`src/rtl/seq_pkg.sv`:
```
// Shared definitions for the serial pattern transmitter.
//   state_t          : FSM encoding (ST_IDLE, ST_SHIFT, ST_GAP, ST_DONE)
//   DEFAULT_PAT_1001 : built-in pattern sent when use_default=1
//   clog2()          : ceiling log2, never smaller than 1, for sizing counters
package seq_pkg;

  typedef enum logic [1:0] {
    ST_IDLE  = 2'd0,
    ST_SHIFT = 2'd1,
    ST_GAP   = 2'd2,
    ST_DONE  = 2'd3
  } state_t;

  localparam logic [3:0] DEFAULT_PAT_1001 = 4'b1001;

  // Returns at least 1 so a counter sized from it is never zero bits wide.
  function automatic int clog2(input int value);
    int r;
    r = 0;
    while ((1 << r) < value) r++;
    return (r < 1) ? 1 : r;
  endfunction

endpackage

```
`src/rtl/seq_piso_shreg.sv`:
```
// Parallel-in, serial-out shift register, MSB first.
// Ports:
//   clk, rst : clock and synchronous active-high reset (clears contents)
//   load     : copy din into the register (wins over shift)
//   shift    : shift left by one, zero filling the LSB
//   din      : parallel load data
//   sout     : current MSB, i.e. the bit being presented
module seq_piso_shreg #(
  parameter int WIDTH = 4
) (
  input  logic             clk,
  input  logic             rst,
  input  logic             load,
  input  logic             shift,
  input  logic [WIDTH-1:0] din,
  output logic             sout
);

  logic [WIDTH-1:0] q;

  always_ff @(posedge clk) begin
    if (rst) begin
      q <= '0;
    end else if (load) begin
      q <= din;
    end else if (shift) begin
      q <= {q[WIDTH-2:0], 1'b0};
    end
  end

  assign sout = q[WIDTH-1];

endmodule

```
`src/rtl/seq_pattern_tx.sv`:
```
// Serial pattern transmitter: sends a captured WIDTH-bit pattern MSB first,
// repeated repeat_cnt times (0 counts as 1) with GAP idle cycles between
// frames, then pulses done.
// Ports:
//   clk, rst    : clock, synchronous active-high reset
//   start       : one-cycle request, accepted only while idle
//   use_default : 1 = send DEFAULT_PAT, 0 = send pattern
//   pattern     : pattern captured when start is accepted
//   repeat_cnt  : number of frames, captured when start is accepted
//   out         : serial data bit (0 when not valid)
//   out_valid   : out carries a pattern bit this cycle
//   busy        : burst in progress (frames and gaps)
//   done        : one-cycle pulse after the final bit
//   dbg_state   : internal FSM state, for checkers
//
// Stream semantics: there is no back-pressure. A bit is transferred on every
// cycle where out_valid=1; the consumer must take it then. start is a
// request without acknowledge: it is simply dropped unless the block is idle
// and not showing done.
//
// The outputs are registered from the FSM state, so they trail the state by
// one cycle: start accepted at edge N moves the FSM to SHIFT, and the first
// bit appears after edge N+1.
module seq_pattern_tx
  import seq_pkg::*;
#(
  parameter int               WIDTH       = 4,
  parameter int               GAP         = 0,
  parameter int               CNT_W       = 8,
  parameter logic [WIDTH-1:0] DEFAULT_PAT = WIDTH'(DEFAULT_PAT_1001)
) (
  input  logic             clk,
  input  logic             rst,
  input  logic             start,
  input  logic             use_default,
  input  logic [WIDTH-1:0] pattern,
  input  logic [CNT_W-1:0] repeat_cnt,
  output logic             out,
  output logic             out_valid,
  output logic             busy,
  output logic             done,
  output state_t           dbg_state
);

  localparam int BW = clog2(WIDTH);
  localparam int GW = clog2(GAP + 1);

  state_t           state;
  logic [BW-1:0]    bit_idx;
  logic [CNT_W-1:0] frames_left;
  logic [GW-1:0]    gap_cnt;
  logic [WIDTH-1:0] pat_q;

  logic             accept;
  logic             reload;
  logic             sh_load;
  logic             sh_shift;
  logic [WIDTH-1:0] sh_din;
  logic             sh_msb;

  // done is still visible while the FSM is already back in IDLE; a start in
  // that cycle belongs to the finishing burst and is dropped.
  always_comb begin
    accept   = 1'b0;
    reload   = 1'b0;
    sh_load  = 1'b0;
    sh_shift = 1'b0;
    sh_din   = pat_q;
    accept   = (state == ST_IDLE) && start && !done;
    reload   = (state == ST_SHIFT) && (bit_idx == '0) && (frames_left > CNT_W'(1));
    sh_load  = accept || reload;
    sh_shift = (state == ST_SHIFT);
    if (accept) begin
      sh_din = use_default ? DEFAULT_PAT : pattern;
    end
  end

  seq_piso_shreg #(
    .WIDTH (WIDTH)
  ) u_shreg (
    .clk   (clk),
    .rst   (rst),
    .load  (sh_load),
    .shift (sh_shift),
    .din   (sh_din),
    .sout  (sh_msb)
  );

  always_ff @(posedge clk) begin
    if (rst) begin
      state       <= ST_IDLE;
      bit_idx     <= '0;
      frames_left <= '0;
      gap_cnt     <= '0;
      pat_q       <= '0;
      out         <= 1'b0;
      out_valid   <= 1'b0;
      busy        <= 1'b0;
      done        <= 1'b0;
    end else begin
      out       <= (state == ST_SHIFT) && sh_msb;
      out_valid <= (state == ST_SHIFT);
      busy      <= (state == ST_SHIFT) || (state == ST_GAP);
      done      <= (state == ST_DONE);

      case (state)
        ST_IDLE: begin
          if (accept) begin
            pat_q       <= sh_din;
            frames_left <= (repeat_cnt == '0) ? CNT_W'(1) : repeat_cnt;
            bit_idx     <= BW'(WIDTH - 1);
            state       <= ST_SHIFT;
          end
        end
        ST_SHIFT: begin
          if (bit_idx == '0) begin
            if (frames_left > CNT_W'(1)) begin
              // The shift register reloads from pat_q this same cycle.
              frames_left <= frames_left - CNT_W'(1);
              bit_idx     <= BW'(WIDTH - 1);
              if (GAP == 0) begin
                state <= ST_SHIFT;
              end else begin
                gap_cnt <= GW'((GAP > 0) ? (GAP - 1) : 0);
                state   <= ST_GAP;
              end
            end else begin
              state <= ST_DONE;
            end
          end else begin
            bit_idx <= bit_idx - BW'(1);
          end
        end
        ST_GAP: begin
          if (gap_cnt == '0) begin
            state <= ST_SHIFT;
          end else begin
            gap_cnt <= gap_cnt - GW'(1);
          end
        end
        ST_DONE: begin
          state <= ST_IDLE;
        end
        default: begin
          state <= ST_IDLE;
        end
      endcase
    end
  end

  assign dbg_state = state;

endmodule
```
`config.mk`:
```
export PLATFORM = sky130hd
export DESIGN_NAME = seq_pattern_tx
export DESIGN_NICKNAME = d
export VERILOG_FILES = /design/src/rtl/seq_pkg.sv /design/src/rtl/seq_piso_shreg.sv /design/src/rtl/seq_pattern_tx.sv
export SDC_FILE = /design/constraint.sdc
export NUM_CORES = 1
export LEC_CHECK = 0
export CAP_MARGIN = 40
export CORE_UTILIZATION = 50
export DETAILED_ROUTE_END_ITERATION = 6
export PLACE_DENSITY_LB_ADDON = 0.08
export SLEW_MARGIN = 25
export SYNTH_ARGS = -nofsm -noshare
export SYNTH_HDL_FRONTEND = slang
export SYNTH_SLANG_ARGS = --single-unit
```
`constraint.sdc`:
```
create_clock -name clk -period 3.2 [get_ports clk]
set_input_delay 0.64 -clock clk [delete_from_list [all_inputs] [get_ports clk]]
set_output_delay 0.64 -clock clk [all_outputs]
set_load 0.01 [all_outputs]
```
==> results of run 1 <==
## where the power goes
part | switching [mW] | internal, mW
Clock | 0.101 | 0.127
Sequential | 0.0725 | 0.362
Combinational | 0.378 | 0.282
Total | 0.552 | 0.770
## per-stage QoR
stage          worst slack (ns)  util, %
2_1_floorplan              1.44        -
3_3_place_gp               1.07     64.0
3_5_place_dp              0.971     64.0
4_1_cts                    1.14     66.1
5_1_grt                    1.04     66.1
6_report                   1.13     66.1
## worst max path at each step
stage / start / endpoint / slack [ns] / cells past startpoint
after floorplan: frames_left[0]$_SDFFE_PP0P_ / frames_left[4]$_SDFFE_PP0P_ / 1.44 / 6
after global placement: start / frames_left[0]$_SDFFE_PP0P_ / 1.07 / 5
after detailed placement: start / u_shreg.q[1]$_SDFFE_PP0P_ / 0.97 / 5
after CTS: frames_left[0]$_SDFFE_PP0P_ / frames_left[4]$_SDFFE_PP0P_ / 1.14 / 6
after global routing: frames_left[0]$_SDFFE_PP0P_ / frames_left[4]$_SDFFE_PP0P_ / 1.04 / 6
final: frames_left[0]$_SDFFE_PP0P_ / frames_left[4]$_SDFFE_PP0P_ / 1.13 / 6
## worst max-delay path, delay by kind of cell (launching register included)
kind | cells | cell delay, ns
AND/OR/NAND/NOR | 3 | 0.96
flip-flops | 1 | 0.49
adder cells (fa/ha/maj) | 1 | 0.30
AO/OA/AOI/OAI | 1 | 0.16
buffers and inverters | 1 | 0.10
## final cells by class
class | instances | area (µm²)
fill | 211 | 871
inverter | 10 | 37.5
multi-input combinational | 121 | 863
timing repair buffer | 23 | 225
sequential | 24 | 480
clock inverter | 1 | 30.0
tap | 30 | 37.5
clock buffer | 3 | 22.5
## sequential cells by signal, indices dropped and copies added (netlist names)
name / cells
frames_left: 8
pat_q: 4
u_shreg.q: 4
bit_idx: 2
dbg_state: 2
busy: 1
done: 1
out: 1
out_valid: 1
## layout by cell type, fill, tap and decap left out, types with 2 or more instances in the layout
| master | Yosys | final |
|---|---|---|
| a211oi_1 | 3 | 3 |
| a21oi_1 | 13 | 13 |
| a31oi_1 | 2 | 2 |
| a32o_1 | 2 | 2 |
| a41oi_1 | 2 | 2 |
| and4_1 | 2 | 2 |
| buf_4 | 1 | 2 |
| clkbuf_4 | 0 | 3 |
| clkdlybuf4s50_1 | 0 | 21 |
| dfxtp_1 | 24 | 24 |
| ha_1 | 7 | 7 |
| inv_1 | 10 | 10 |
| mux2i_1 | 3 | 3 |
| nand2_1 | 14 | 14 |
| nand2b_1 | 3 | 3 |
| nand3_1 | 4 | 4 |
| nand3b_1 | 2 | 2 |
| nand4_1 | 2 | 2 |
| nand4b_1 | 2 | 2 |
| nor2_1 | 8 | 8 |
| nor2b_1 | 8 | 8 |
| nor3_1 | 5 | 5 |
| nor4_1 | 2 | 2 |
| o21ai_0 | 3 | 3 |
| o311ai_1 | 2 | 2 |
| o31ai_1 | 2 | 2 |
| o32ai_1 | 4 | 4 |
| or3_1 | 2 | 2 |
| or3_4 | 2 | 2 |
## kinds of logic (layout without fill, tap and decap cells)
logic type / Yosys count / count (layout) / synth area share, %
buffers and inverters: 17 / 37 / 5.12
DFF: 24 / 24 / 33.9
adders and majority gates: 7 / 7 / 6.18
and+or+nand+nor: 66 / 66 / 28.1
AOI/OAI and AO/OA: 44 / 44 / 23.8
muxes: 4 / 4 / 2.92
## routing by layer
metal  part of all wire (%)  up-vias  GRT usage (%)
met5                      0        -              0
met3                    5.8        4           2.58
met1                     46      623           32.5
met2                     48       47           40.3
met4                   0.65        0           7.50
li1                       -      649              -
==> results by group, run 1 <==
Status
  – Outcome: finished, final reports clean

Setup path
  – Worst reg2reg path depth: 6
  – Kind of critical path: reg2reg
  – Crit start category: flop
  – Max stage delay on crit path: around 0.49 ns
  – Max FO, Critical Path: 7
  – Worst setup EP type: flop
  – CP max stage cell: dfxtp_1
  – WP data arrival: about 2.3 ns
  – R2r endpoint: frames_left[4]$_SDFFE_PP0P_
  – Flop2flop setup slack: between 1 and 1.5 ns
  – CP required: 3.46 ns
  – CP Cell Sequence: inv_1 -> ha_1 -> or2_2 -> and4_1 -> or3_1 -> a21oi_1
  – R2R Path Start: frames_left[0]$_SDFFE_PP0P_

Clock network
  – Bufs on Longest Clock Path: 2
  – TritonCTS Sinks: 24
  – Worst-path clk slew: ~0.14 ns
  – Clock Latency Late Sink: 0.33 ns
  – TritonCTS clock tree: done
  – Cts repair resizes: 0
  – Post-CTS setup buffers: 0
  – TritonCTS buffer count: 3
  – Hold-fix buffers, CTS: 0
  – CTS H-tree lvls: 1
  – Root Buffer: clkbuf_4

Cells and area
  – Layout area overhead: 19.8%
  – Finished Layout Cells: approximately 210
  – N_diodes: 0
  – Layout cells sized above 1: 11.0%
  – Final design area excluding fillers: ~1700 µm²
  – Fin nets: 206

Global route
  – Vias in the first global route: 1,330
  – Initial antenna violation count: 0
  – GRT Overall Usage: ~24%
  – Global-route wire length before repair: 6.04 mm
  – Largest net degree at the start of global routing: 26
  – Grt ovf: 0

Synthesis
  – Yosys reg bits: 24
  – Biggest area consumer among synthesized cells: dfxtp_1
  – Synth async-reset ratio: 0%
  – Post-synth top cells: dfxtp_1 (24), nand2_1 (14), a21oi_1 (13)
  – Netlist Area Pre-Place: 1420 µm²
  – Post-synth top flop: dfxtp_1
  – Sequential area share after synthesis: between 30 and 40%
  – Most area-consuming cells after synthesis: dfxtp_1 (34%), ha_1 (6.2%), a21oi_1 (4.6%)
  – Syn_nets: 185
  – Count leader, synth: dfxtp_1
  – Post-synth EDFFs: 0
  – Top cell type's share of synthesized area: 33.9%
  – Synth warn: 0
  – Mapped Cells: 162
  – Count of different cell masters after synthesis: 51
  – Avg Cell Area, Syn: 8.74 µm²

Hold path
  – Hold Path Origin: pat_q[2]$_SDFFE_PP0P_
  – Hold Path Sink: pat_q[2]$_SDFFE_PP0P_
  – Hold path depth: 2
  – Worst Hold Class: reg2reg

STA
  – Setup TNS: 0 ns
  – Max Slew Vio Count: 0
  – Final setup fails: 0
  – Hold slack: between 0.4 and 0.5 ns
  – Crit path time final: 2.07 ns
  – Final clock skew: 0.00281 ns
  – Fmax: 483 MHz
  – Slew @ Worst Pin: 0.485 ns
  – Final Hold Vio Count: 0
  – Unrepaired setup endpoints after global routing: no
  – Final period utilization: between 60% and 70%
  – Max_slew headroom: 67.5%

Power
  – Lkg Pwr: 0.628 nW
  – VDD IR-drop max: 482 µV
  – Final total power: 1.32 mW
  – Pwr dens: 779 nW/µm²

Detailed routing
  – First-pass iteration count of the detailed router: 4
  – DR vias: 1,323
  – Post-route ant nets: 0
  – Initial DRC Count: 79
  – Via density: 6.24
  – Post-Route WL: 3.41 mm
  – Wire per inst: 16.1 µm
  – Drt drc: 0

Placed design
  – DP Cell Count: 208
  – Dpl cell area: approximately 1600 µm²
  – GPL Wtd Cong: around 0.9
  – HPWL Detailed: 2.49 mm
  – PortBufs: 21

Floorplanning
  – DIE AREA: 3050 µm²
  – Core footprint: between 2000 and 3000 µm²
  – Die X: 55.2 µm
  – Die height: ~55 µm
  – Rows: 18
  – Initial Util: around 55%
  – IO Pins: 22

Job
  – Max Cap Viol: 0
(Power assumes the default switching activity.)
==> run 2: changes to the inputs <==
--- a/config.mk
+++ b/config.mk
@@ -6,7 +6,7 @@
 export NUM_CORES = 1
 export LEC_CHECK = 0
 export CAP_MARGIN = 40
-export CORE_UTILIZATION = 50
+export CORE_UTILIZATION = 48
 export DETAILED_ROUTE_END_ITERATION = 6
 export PLACE_DENSITY_LB_ADDON = 0.08
 export SLEW_MARGIN = 25
==> constraint.sdc (replaced) <==
create_clock -name clk -period 1.9 [get_ports clk]
set_input_delay 0.38 -clock clk [delete_from_list [all_inputs] [get_ports clk]]
set_output_delay 0.38 -clock clk [all_outputs]
set_load 0.01 [all_outputs]
==> run 2 against run 1 <==
  * Fmax increased by 15%
  * Sequential share of layout area fell by 1.1 points
  * Via count is 2.9% higher
  * Sequential power is 63% higher
  * Clock skew is 0.0072 ns higher
  * Count of clock-buffer cells in the layout up 1
  * Setup slack got worse by 1.0 ns
  * Final area is 4.3% higher
  * Total power grew 70%
  * Largest cell class unchanged
==> results by group, run 2 (synthesized netlist as in run 1, its figures left out) <==
Floorplanning
  – Initial Util: 50.9% (was 55.2%)
  – DIE AREA: 3170 µm² (was 3050 µm²)
  – Die X: 56.3 µm (was 55.2 µm)
  – Die height: 56.3 µm (was 55.2 µm)
  – IO Pins: 22 (unchanged)
  – Rows: 19 (was 18)
  – Core footprint: 2780 µm² (was 2570 µm²)

Placed design
  – GPL Wtd Cong: 0.846 (was 0.894)
  – HPWL Detailed: 2.58 mm (was 2.49 mm)
  – PortBufs: 21 (unchanged)
  – DP Worst Slack: 0.0116 ns (was 0.971 ns)

Cells and area
  – Fillers: 251 (was 211)
  – Most common cell after layout, fill and taps aside: dfxtp_1 (unchanged)
  – N_diodes: 0 (unchanged)
  – Commonest non-fill, non-tap cells in the layout: dfxtp_1 (23), clkdlybuf4s50_1 (21), nand2_1 (14) (was dfxtp_1 (24), clkdlybuf4s50_1 (21), nand2_1 (14))
  – Regs by FF count: frames_left (8), pat_q (4), u_shreg.q (4) (unchanged)
  – Util after Layout: 63.6% (was 66.1%)
  – Register with the most flip-flops: frames_left (unchanged)
  – Layout area overhead: 24.9% (was 19.8%)
  – Fin nets: 215 (was 206)
  – Max FFs per register: 8 (unchanged)
  – Register Area: 482 µm² (was 480 µm²)
  – Multi-input logic area: 870 µm² (was 863 µm²)
  – Layout cells sized above 1: 16.2% (was 11.0%)

Clock network
  – CTS H-tree lvls: 1 (unchanged)
  – Clock Latency Late Sink: 0.34 ns (was 0.33 ns)
  – TritonCTS Sinks: 24 (unchanged)
  – TritonCTS buffer count: 3 (unchanged)
  – Root Buffer: clkbuf_4 (unchanged)
  – TritonCTS clock tree: done (unchanged)
  – Worst-path clk slew: 0.13 ns (was 0.14 ns)
  – Bufs on Longest Clock Path: 2 (unchanged)

Detailed routing
  – First-pass iteration count of the detailed router: 4 (unchanged)
  – Wire per inst: 15.6 µm (was 16.1 µm)
  – Post-route ant nets: 0 (unchanged)
  – Post-Route WL: 3.47 mm (was 3.41 mm)
  – DR vias: 1,361 (was 1,323)
  – Via density: 6.13 (was 6.24)
  – Initial DRC Count: 91 (was 79)
  – Drt drc: 0 (unchanged)

STA
  – Final clock skew: 0.0100 ns (was 0.00281 ns)
  – Fmax: 553 MHz (was 483 MHz)
  – Max_slew headroom: 70.3% (was 67.5%)
  – Final Hold Vio Count: 0 (unchanged)
  – Final setup fails: 0 (unchanged)
  – Final worst setup slack: 0.0919 ns (was 1.13 ns)
  – Final period utilization: 95.2% (was 64.7%)
  – Setup TNS: 0 ns (unchanged)
  – Crit path time final: 1.81 ns (was 2.07 ns)
  – Unrepaired setup endpoints after global routing: no (unchanged)
  – Slew @ Worst Pin: 0.442 ns (was 0.485 ns)
  – Hold slack: 0.473 ns (was 0.469 ns)
  – Max Slew Vio Count: 0 (unchanged)

Setup path
  – R2R Path Start: dbg_state[1]$_SDFFE_PP0P_ (was frames_left[0]$_SDFFE_PP0P_)
  – Crit path from: dbg_state[1]$_SDFFE_PP0P_ (was frames_left[0]$_SDFFE_PP0P_)
  – Max FO, Critical Path: 8 (was 7)
  – WP data arrival: 2.09 ns (was 2.33 ns)
  – Worst setup EP type: flop (unchanged)
  – Crit start category: flop (unchanged)
  – Kind of critical path: reg2reg (unchanged)
  – CP required: 2.18 ns (was 3.46 ns)

Global route
  – Vias in the first global route: 1,304 (was 1,330)
  – Largest net degree at the start of global routing: 31 (was 26)
  – Global-route wire length before repair: 6.09 mm (was 6.04 mm)
  – Initial antenna violation count: 0 (unchanged)
  – GRT Overall Usage: 24.5% (was 24.1%)
  – Grt ovf: 0 (unchanged)

Power
  – Lkg Pwr: 0.670 nW (was 0.628 nW)
  – Pwr dens: 1270 nW/µm² (was 779 nW/µm²)
  – VDD IR-drop max: 833 µV (was 482 µV)
  – Final total power: 2.25 mW (was 1.32 mW)

Job
  – Max Cap Viol: 0 (unchanged)

Hold path
  – Hold Path Origin: pat_q[2]$_SDFFE_PP0P_ (unchanged)
  – Worst Hold Class: reg2reg (unchanged)

Status
  – Outcome: finished, final reports clean (unchanged)
==> run 2: worst max-delay path: stages (launching register included) <==
cell	delay, ns
dfxtp_1	0.40
inv_1	0.10
ha_1	0.25
mux2_1	0.24
a21bo_4	0.26
or3_1	0.38
a21oi_1	0.14
==> run 2: cell type report <==
cell class,count,share of cell area [%]
Inverter,10,2.12
Timing Repair Buffer,32,17.3
Tap cell,31,2.19
Clock buffer,4,2.05
Multi-Input combinational cell,121,49.2
Sequential cell,24,27.2
==> run 2: repair_timing <==
action,CTS,global route
setup buffers,0,0
hold buffers,0,0
gates resized for setup,0,2
endpoints found under the setup margin,0,1
==> run 2: worst paths after layout <==
path              depth (start not counted)                     endpoint  slack, ns
setup / recovery                          6  frames_left[4]$_SDFFE_PP0P_       0.09
hold / removal                            2        pat_q[2]$_SDFFE_PP0P_       0.47
setup reg to reg                          6  frames_left[4]$_SDFFE_PP0P_       0.09
hold reg to reg                           2        pat_q[2]$_SDFFE_PP0P_       0.47
==> run 2: where the power goes <==
part	internal [mW]	total [mW]	switching [mW]
combinational	0.573	1.25	0.673
sequential	0.610	0.709	0.0983
clock	0.118	0.291	0.173
==> run 2: metrics by stage <==
stage | cell area (µm²) | cells
2_1_floorplan | 1420 | 162
6_report | 1770 | 222
5_1_grt | 1770 | 222
4_1_cts | 1760 | 222
3_5_place_dp | 1730 | 218
3_3_place_gp | 1730 | 218
==> run 2: metal layers <==
| layer | GRT usage, % | part of all wire [%] | vias to the layer above |
|---|---|---|---|
| met3 | 4.15 | 4.5 | 11 |
| met4 | 10.8 | 2.5 | 0 |
| met5 | 0 | 0 | - |
| li1 | - | - | 663 |
| met1 | 31.4 | 46 | 642 |
| met2 | 40.3 | 47 | 45 |
==> run 3: changes to the inputs <==
--- a/config.mk
+++ b/config.mk
@@ -8,6 +8,7 @@
 export CAP_MARGIN = 40
 export CORE_UTILIZATION = 48
 export DETAILED_ROUTE_END_ITERATION = 6
+export GPL_TIMING_DRIVEN = 0
 export PLACE_DENSITY_LB_ADDON = 0.08
 export SLEW_MARGIN = 25
 export SYNTH_ARGS = -nofsm -noshare
==> run 3 against run 2 <==
  * Final area fell by 2.7%
  * Total power fell by 5.6%
  * Combinational power fell by 10%
  * Register-to-register slack barely moved
  * Cell count fell by 1.8%
==> results by group, run 3 (synthesized netlist as in run 1, its figures left out) <==
Setup path
  – Worst reg2reg path depth: 6 (unchanged)
  – Flop2flop setup slack: 0.1 ns (was 0.09 ns)
  – R2r endpoint: frames_left[4]$_SDFFE_PP0P_ (unchanged)
  – Max stage delay on crit path: 0.40 ns (about the same)
  – R2R Path Start: frames_left[0]$_SDFFE_PP0P_ (was dbg_state[1]$_SDFFE_PP0P_)
  – CP required: 2.15 ns (was 2.18 ns)
  – Crit start category: flop (unchanged)
  – CP max stage cell: dfxtp_4 (was dfxtp_1)
  – Kind of critical path: reg2reg (unchanged)
  – Max FO, Critical Path: 7 (was 8)
  – Worst setup EP type: flop (unchanged)
  – CP Cell Sequence: inv_1 -> ha_2 -> or2_2 -> and4_1 -> or3_1 -> a21oi_1 (was inv_1 -> ha_1 -> mux2_1 -> a21bo_4 -> or3_1 -> a21oi_1)
  – WP data arrival: 2.06 ns (was 2.09 ns)

Hold path
  – Hold path depth: 2 (unchanged)
  – Hold Path Origin: pat_q[3]$_SDFFE_PP0P_ (was pat_q[2]$_SDFFE_PP0P_)
  – Worst Hold Class: reg2reg (unchanged)
  – Hold Path Sink: pat_q[3]$_SDFFE_PP0P_ (was pat_q[2]$_SDFFE_PP0P_)

STA
  – Max_slew headroom: 61.8% (was 70.3%)
  – Max Slew Vio Count: 0 (unchanged)
  – Final Hold Vio Count: 0 (unchanged)
  – Crit path time final: 1.80 ns (was 1.81 ns)
  – Final period utilization: 94.9% (was 95.2%)
  – Setup TNS: 0 ns (unchanged)
  – Fmax: 555 MHz (was 553 MHz)
  – Final clock skew: 0.00495 ns (was 0.0100 ns)
  – Final setup fails: 0 (unchanged)
  – Slew @ Worst Pin: 0.573 ns (was 0.442 ns)

Placed design
  – HPWL Detailed: 2.50 mm (was 2.58 mm)
  – PortBufs: 21 (unchanged)
  – DP Cell Count: 214 (was 218)
  – Dpl cell area: 1670 µm² (was 1730 µm²)
  – GPL Wtd Cong: 0.884 (was 0.846)

Clock network
  – CTS H-tree lvls: 1 (unchanged)
  – TritonCTS buffer count: 3 (unchanged)
  – Worst-path clk slew: 0.13 ns (about the same)
  – Clock Latency Late Sink: 0.31 ns (was 0.34 ns)
  – TritonCTS clock tree: done (unchanged)
  – TritonCTS Sinks: 24 (unchanged)
  – Bufs on Longest Clock Path: 2 (unchanged)
  – Post-CTS setup buffers: 0 (unchanged)
  – Root Buffer: clkbuf_4 (unchanged)

Cells and area
  – Fin nets: 211 (was 215)
  – Regs by FF count: frames_left (8), pat_q (4), u_shreg.q (4) (unchanged)
  – N_diodes: 0 (unchanged)
  – Max FFs per register: 8 (unchanged)
  – Register with the most flip-flops: frames_left (unchanged)
  – Layout cells sized above 1: 15.5% (was 16.2%)
  – Commonest non-fill, non-tap cells in the layout: clkdlybuf4s50_1 (21), dfxtp_1 (20), nand2_1 (14) (was dfxtp_1 (23), clkdlybuf4s50_1 (21), nand2_1 (14))
  – Fillers: 251 (unchanged)
  – Layout area overhead: 21.6% (was 24.9%)
  – Final design area excluding fillers: 1720 µm² (was 1770 µm²)
  – Most common cell after layout, fill and taps aside: clkdlybuf4s50_1 (was dfxtp_1)
  – Finished Layout Cells: 218 (was 222)

Power
  – Net Sw Frac: 41.9% (was 42.1%)
  – Sequential Power Share: 34.7% (was 31.6%)
  – Final total power: 2.12 mW (was 2.25 mW)
  – Logic pwr share: 52.6% (was 55.5%)
  – Pwr dens: 1230 nW/µm² (was 1270 nW/µm²)
  – Lkg Pwr: 0.635 nW (was 0.670 nW)
  – VDD IR-drop max: 842 µV (was 833 µV)
  – Internal power: 1.23 mW (was 1.30 mW)
  – Psw: 888 µW (was 944 µW)
  – Clock Power Share: 12.7% (was 12.9%)

Floorplanning
  – Die X: 56.3 µm (unchanged)
  – IO Pins: 22 (unchanged)
  – Die height: 56.3 µm (unchanged)
  – DIE AREA: 3170 µm² (unchanged)
  – Initial Util: 50.9% (unchanged)
  – Rows: 19 (unchanged)
  – Core footprint: 2780 µm² (unchanged)

Global route
  – Vias in the first global route: 1,194 (was 1,304)
  – Largest net degree at the start of global routing: 14 (was 31)
  – Initial antenna violation count: 0 (unchanged)
  – Grt ovf: 0 (unchanged)
  – GRT Overall Usage: 22.0% (was 24.5%)
  – Global-route wire length before repair: 5.42 mm (was 6.09 mm)

Detailed routing
  – First-pass iteration count of the detailed router: 4 (unchanged)
  – Post-Route WL: 3.33 mm (was 3.47 mm)
  – DR vias: 1,311 (was 1,361)
  – Via density: 6.01 (was 6.13)
  – Initial DRC Count: 41 (was 91)
  – Wire per inst: 15.3 µm (was 15.6 µm)
  – Post-route ant nets: 0 (unchanged)
  – Drt drc: 0 (unchanged)

Job
  – Max Cap Viol: 0 (unchanged)

Status
  – Outcome: finished, final reports clean (unchanged)
==> run 3: changes by cell type in the layout (fill, tap and decap cells not counted) <==
cell / before / now
dfxtp_2: 1 / 2
ha_2: 0 / 2
nor4b_2: 1 / 0
clkbuf_4: 3 / 5
buf_2: 0 / 2
nor4b_1: 0 / 1
ha_1: 7 / 5
buf_12: 1 / 0
dfxtp_1: 23 / 20
buf_4: 10 / 1
dfxtp_4: 0 / 2
clkbuf_1: 0 / 2
==> run 3: final cells by class <==
| cell class | instances | area (µm²) | share of cell area, % |
|---|---|---|---|
| buffer | 7 | 40.0 | 2.33 |
| tap | 31 | 38.8 | 2.25 |
| multi-input combinational | 121 | 868 | 50.4 |
| inverter | 10 | 37.5 | 2.18 |
| clock buffer | 4 | 36.3 | 2.11 |
| timing repair buffer | 21 | 210 | 12.2 |
| sequential | 24 | 490 | 28.5 |
==> run 3: how the worst max path moves through the flow <==
stage / start / end / cells after the start
2_1_floorplan: frames_left[0]$_SDFFE_PP0P_ / frames_left[4]$_SDFFE_PP0P_ / 6
3_3_place_gp: frames_left[0]$_SDFFE_PP0P_ / frames_left[4]$_SDFFE_PP0P_ / 6
3_5_place_dp: frames_left[0]$_SDFFE_PP0P_ / frames_left[4]$_SDFFE_PP0P_ / 6
4_1_cts: frames_left[0]$_SDFFE_PP0P_ / frames_left[4]$_SDFFE_PP0P_ / 6
5_1_grt: dbg_state[1]$_SDFFE_PP0P_ / frames_left[1]$_SDFFE_PP0P_ / 6
6_report: frames_left[0]$_SDFFE_PP0P_ / frames_left[4]$_SDFFE_PP0P_ / 6
==> run 3: worst max-delay path: cells and delay by family, from the launching register on <==
family / cells / cell delay [ns]
AO/OA/AOI/OAI: 1 / 0.15
adder cells (fa/ha/maj): 1 / 0.22
buffers and inverters: 1 / 0.06
flip-flops: 1 / 0.40
AND/OR/NAND/NOR: 3 / 0.90
==> run 3: power groups by stage <==
| stage | clock (mW) | sequential [mW] | combinational, mW |
|---|---|---|---|
| finish | 0.268 | 0.736 | 1.12 |
| global route | 0.304 | 0.751 | 1.22 |
| CTS | 0.277 | 0.727 | 1.10 |
| detailed placement | 0 | 0.735 | 1.09 |
| global placement | 0 | 0.728 | 1.07 |
| floorplan | 0 | 0.715 | 0.834 |
==> run 3: routing by layer <==
metal	global-route usage, %	vias up	routed length [µm]
met1	28.7	612	1560
met5	0	-	0
met3	3.46	7	149
met2	37.1	32	1570
li1	-	660	-
met4	7.32	0	53
==> run 3: stage by stage <==
stage	hold slack, ns	util, %	setup slack [ns]
floorplan	0.430	-	0.143
global placement	0.440	59.9	-0.0401
detailed placement	0.452	59.9	-0.0464
CTS	0.470	61.3	0.0138
global route	0.498	61.9	-0.00989
finish	0.464	61.9	0.0972
==> run 3: what timing repair did <==
item                       CTS  global route
hold buffers                 0             0
pin swaps                    0             2
setup endpoints to repair    2             6
resized for setup            2             8
